## src/rtl/hash_verifier.sv

```systemverilog
// Receive-side byte-hash checker: recomputes a rotate/add hash one byte per clock and compares it to the attached hash.
// Optional saturating mismatch counter is compiled in when HASH_VERIFIER_MISMATCH_COUNT_EN is defined.
`timescale 1ns/1ps
module hash_verifier #(
  parameter int unsigned ROUND = 5,
  parameter logic [31:0] INIT  = 32'h1234_5678,
  parameter logic [31:0] K     = 32'h9E37_79B9
) (
  input  logic        clk,
  input  logic        reset,
  input  logic        in_valid,
  output logic        in_ready,
  input  logic [63:0] data,
  input  logic [3:0]  data_len,
  input  logic [31:0] expected_hash,
  output logic        done,
  output logic        match,
  output logic [31:0] computed_hash,
  output logic [7:0]  mismatch_count,
  output logic [1:0]  state_dbg
);

  // Handshake: a message is taken on any rising edge where in_valid && in_ready
  // (and reset is low); in_ready is high only in IDLE, so the sender holds in_valid
  // and its payload until it sees in_ready.
  typedef enum logic [1:0] {
    S_IDLE   = 2'd0,
    S_ROUND  = 2'd1,
    S_FINAL  = 2'd2,
    S_RESULT = 2'd3
  } state_t;

  state_t      state_q, state_d;
  logic [63:0] data_q, data_d;
  logic [3:0]  len_q, len_d;
  logic [31:0] exp_q, exp_d;
  logic [31:0] h_q, h_d;
  logic [2:0]  idx_q, idx_d;
  logic [31:0] comp_q, comp_d;
  logic        match_q, match_d;

  logic [3:0]  len_clamped;
  logic [7:0]  cur_byte;
  logic [31:0] fin_hash;
  logic        last_byte;

  function automatic logic [31:0] rotl(input logic [31:0] x);
    return (x << ROUND) | (x >> (32 - ROUND));
  endfunction

  assign len_clamped = (data_len > 4'd8) ? 4'd8 : data_len;
  assign cur_byte    = data_q[{idx_q, 3'b000} +: 8];
  assign fin_hash    = rotl(h_q ^ {28'b0, len_q});
  assign last_byte   = ({1'b0, idx_q} == (len_q - 4'd1));

  always_comb begin
    state_d  = state_q;
    data_d   = data_q;
    len_d    = len_q;
    exp_d    = exp_q;
    h_d      = h_q;
    idx_d    = idx_q;
    comp_d   = comp_q;
    match_d  = match_q;
    in_ready = 1'b0;
    done     = 1'b0;
    case (state_q)
      S_IDLE: begin
        in_ready = 1'b1;
        if (in_valid) begin
          data_d  = data;
          len_d   = len_clamped;
          exp_d   = expected_hash;
          h_d     = INIT;
          idx_d   = 3'd0;
          state_d = (len_clamped == 4'd0) ? S_FINAL : S_ROUND;
        end
      end
      S_ROUND: begin
        h_d   = rotl(h_q ^ {24'b0, cur_byte}) + K;
        idx_d = idx_q + 3'd1;
        if (last_byte) state_d = S_FINAL;
      end
      S_FINAL: begin
        comp_d  = fin_hash;
        match_d = (fin_hash == exp_q);
        state_d = S_RESULT;
      end
      S_RESULT: begin
        done    = 1'b1;
        state_d = S_IDLE;
      end
      default: state_d = S_IDLE;
    endcase
  end

  always_ff @(posedge clk) begin
    if (reset) begin
      state_q <= S_IDLE;
      data_q  <= 64'd0;
      len_q   <= 4'd0;
      exp_q   <= 32'd0;
      h_q     <= 32'd0;
      idx_q   <= 3'd0;
      comp_q  <= 32'd0;
      match_q <= 1'b0;
    end else begin
      state_q <= state_d;
      data_q  <= data_d;
      len_q   <= len_d;
      exp_q   <= exp_d;
      h_q     <= h_d;
      idx_q   <= idx_d;
      comp_q  <= comp_d;
      match_q <= match_d;
    end
  end

  assign match         = match_q;
  assign computed_hash = comp_q;
  assign state_dbg     = state_q;

`ifdef HASH_VERIFIER_MISMATCH_COUNT_EN
  logic [7:0] cnt_q, cnt_d;

  // Saturates at 8'hFF; only reset clears it.
  always_comb begin
    cnt_d = cnt_q;
    if (state_q == S_FINAL && fin_hash != exp_q && cnt_q != 8'hFF)
      cnt_d = cnt_q + 8'd1;
  end

  always_ff @(posedge clk) begin
    if (reset) cnt_q <= 8'd0;
    else       cnt_q <= cnt_d;
  end

  assign mismatch_count = cnt_q;
`else
  assign mismatch_count = 8'h00;
`endif

endmodule

```

## config.mk

```make
export PLATFORM = sky130hd
export DESIGN_NAME = hash_verifier
export DESIGN_NICKNAME = d
export VERILOG_FILES = /design/src/rtl/hash_verifier.sv
export SDC_FILE = /design/constraint.sdc
export NUM_CORES = 1
export LEC_CHECK = 0
export CORE_MARGIN = 5
export CORE_UTILIZATION = 50
export DETAILED_ROUTE_END_ITERATION = 12
export PLACE_DENSITY = 0.79
export SKIP_LAST_GASP = 1
export SLEW_MARGIN = 15
export SYNTH_ARGS = -nofsm -noshare
export SYNTH_HDL_FRONTEND = slang
export SYNTH_SLANG_ARGS = --single-unit
```

## constraint.sdc

```tcl
create_clock -name clk -period 6.6 [get_ports clk]
set_input_delay 0.66 -clock clk [delete_from_list [all_inputs] [get_ports clk]]
set_output_delay 0.66 -clock clk [all_outputs]
set_load 0.01 [all_outputs]
```

==> results.txt <==
most common cell after layout, fill and taps aside -> nand2_1
most frequent cells in the layout -> nand2_1, dfxtp_1, clkdlybuf4s50_1
worst min path class -> reg -> reg
Flop pwr share -> 38.2%
Setup-failing EPs final -> 0
Final Instance Area -> 9770 um2
synthesized area -> 7840 um2
setup TNS -> 0 ns
clock group share of total power -> 24.2%
sequential element share of the synthesized area -> 43.4%
placed insts -> 1220
Num CTS Buffers -> 17
hold_sp -> data_q[22]
WHS Endpoint -> data_q[22]
vias in the first global route -> 6612
most area-consuming cells after synthesis -> dfxtp_1, nand2_1, mux2i_1
core area -> 15300 um2
DR WL/cell -> 16.6 um
Leak -> 3.47 nW
share of cells above drive strength 1 -> 5.48%
Final Skew -> 0.00882 ns
Initial Util -> 51.2%
Root Driver -> clkbuf_16
hold buffer count at CTS -> 0
RSZ-0062 raised after global routing -> no
nets -> 1138
final hold violation count -> 0
Place WS -> 3.05 ns
Slew HR -> 35.0%
DR DRC count -> 0
Combinational Power Share -> 37.6%
CP required -> 6.93 ns
dominant synthesized flop cell -> dfxtp_1
FP Rows -> 45
fin crit period -> 3.20 ns
Skew-Pair Late Insertion Delay -> 0.43 ns
Sw Share -> 38.2%
drt pass-1 iters -> 7
Vias -> 6749
clock buffer depth -> 2
Port Buf Inserts -> 139
P_sw -> 1.53 mW
area grow syn2layout -> 24.6%
FF+latch area -> 3400 um2
Clock transition at path regs -> 0.06 ns
GR Overflow Total -> 0
cells after synthesis -> 940
synthesized area per cell -> 8.34 um2
Slew Viols, Final -> 0
Crit Path Max Fanout -> 23
crit-path cells -> mux2_2 -> mux4_2 -> mux2i_1 -> o211ai_2 -> and2_4 -> o41a_1 -> xor2_1 -> a211oi_1
hold path cells -> 2
max cap viols -> 0
pwr/cell area -> 409 nW/um2
Post-synth EDFFs -> 0
internal reg-to-reg setup slack -> 3.40 ns
fin cells -> 1251
TritonCTS clock tree -> built
die width -> 135 um
critical path class -> reg -> reg
gpl congestion -> 0.900
#FFs+latches synth -> 170
vias per cell -> 5.39
final WL -> 20.7 mm
area occupied by multi-input gates -> 4080 um2
initial antenna violation count -> 0
Max VDD drop -> 0.240 mV
I/O pins -> 148
Post-DRT Antenna Nets -> 0
Syn. warnings -> 0
Crit path buffers/inverters -> 0
Final Core Density -> 63.8%
fill cell count -> 1345
Initial DRC Count -> 502
actual slew at the worst max-slew pin -> 0.975 ns
die area -> 18300 um2
Async S/R FF share, synth -> 0%
die height -> 135 um
Pwr Total -> 3.99 mW
crit path DAT -> 3.53 ns
Critical R2R Capture -> h_q[21]
Top Family by Delay on Critical Path -> multiplexers
HPWL after detailed placement -> 14.4 mm
post-synth top area share -> 43.4%
dominant cell type by area after synthesis -> dfxtp_1
placed inst area -> 9200 um2
GRT Util Overall -> 22.7%
Post-CTS Setup Inserts -> 0
CP max stage delay -> 0.73 ns
period utilization -> 48.4%
CTS resizes -> 0
hold_ws -> 0.455 ns
Final Worst Setup Slack -> 3.40 ns
critical path startpoint category -> flip-flop
R2R depth -> 8
largest net degree at the start of global routing -> 101
first-pass GRT wire length -> 33.0 mm
status -> finished clean
FMAX -> 313 MHz
Netlist cell types -> 53
critical path's slowest cell -> dfxtp_2
Sink Count -> 170
Worst Setup End Kind -> flip-flop
total internal power -> 2.46 mW
n_diodes -> 0
htree depth -> 4
reg-to-reg startpoint -> idx_q[1]
==> worst max-delay path by stage <==
stage,startpoint,endpoint,cells after the start
2_1_floorplan,idx_q[0],h_q[18],11
3_3_place_gp,idx_q[1],h_q[21],8
3_5_place_dp,idx_q[1],h_q[21],8
4_1_cts,idx_q[1],h_q[21],8
5_1_grt,idx_q[1],h_q[21],8
6_report,idx_q[1],h_q[21],8
==> flip-flops by register name, summed over array words and instances (netlist names) <==
signal and count:
computed_hash 32, data_q 64, exp_q 32, h_q 32, idx_q 3, len_q 4
match 1, state_dbg 2
==> logic make-up (layout without fill, tap and decap cells) <==
logic type	after synthesis	in the layout	synth area share (%)
buf+inv	90	183	4.95
mux	73	73	10.8
other cells	1	8	0.0479
xor+xnor	69	69	7.71
flops	170	170	43.4
simple gates	353	353	18.4
fa+ha+maj	7	7	1.12
compound gates	177	177	13.5
==> tightest hold or removal path: stages, from the launching register on <==
cell     delay, ns
dfxtp_1       0.31
nand2_1       0.05
a21oi_1       0.05
==> layer usage <==
| layer | up-vias | global-route usage [%] | wire (um) |
|---|---|---|---|
| met4 | 0 | 7.73 | 390 |
| met1 | 3159 | 27.9 | 8700 |
| li1 | 3327 | - | - |
| met2 | 231 | 39.1 | 10400 |
| met5 | - | 0 | 0 |
| met3 | 32 | 5.27 | 1280 |
==> synthesized netlist by cell type (4+ instances only) <==
master    number
mux4_2         8
buf_4         11
a22oi_1        8
xor2_1        22
o21ai_0       12
a21oi_1      110
inv_1          8
buf_1          6
and2_1         4
nor2_1        70
nand4_1        7
nand2_1      228
nor4_1         5
ha_1           7
xnor2_1       47
nor3_1         8
nand2b_1       4
clkbuf_1      63
a211oi_1      16
dfxtp_1      170
o21ai_1        4
mux2i_1       60
nand3_1       14
==> power by group through the flow <==
stage                     Combinational (mW)  Sequential, mW  Clock, mW
after floorplan                         1.18            1.39          0
after global placement                  1.44            1.53          0
after detailed placement                1.48            1.54          0
after CTS                               1.50            1.52      0.974
after global routing                    1.65            1.55       1.02
final                                   1.50            1.52      0.967
==> layout make-up <==
class	instances	area share (%)
Sequential cell	170	34.9
Inverter	8	0.307
Timing Repair Buffer	144	14.6
Clock buffer	23	4.79
Tap cell	211	2.70
Clock inverter	8	0.974
Multi-Input combinational cell	687	41.8
Power figures use the tool's default switching activity.
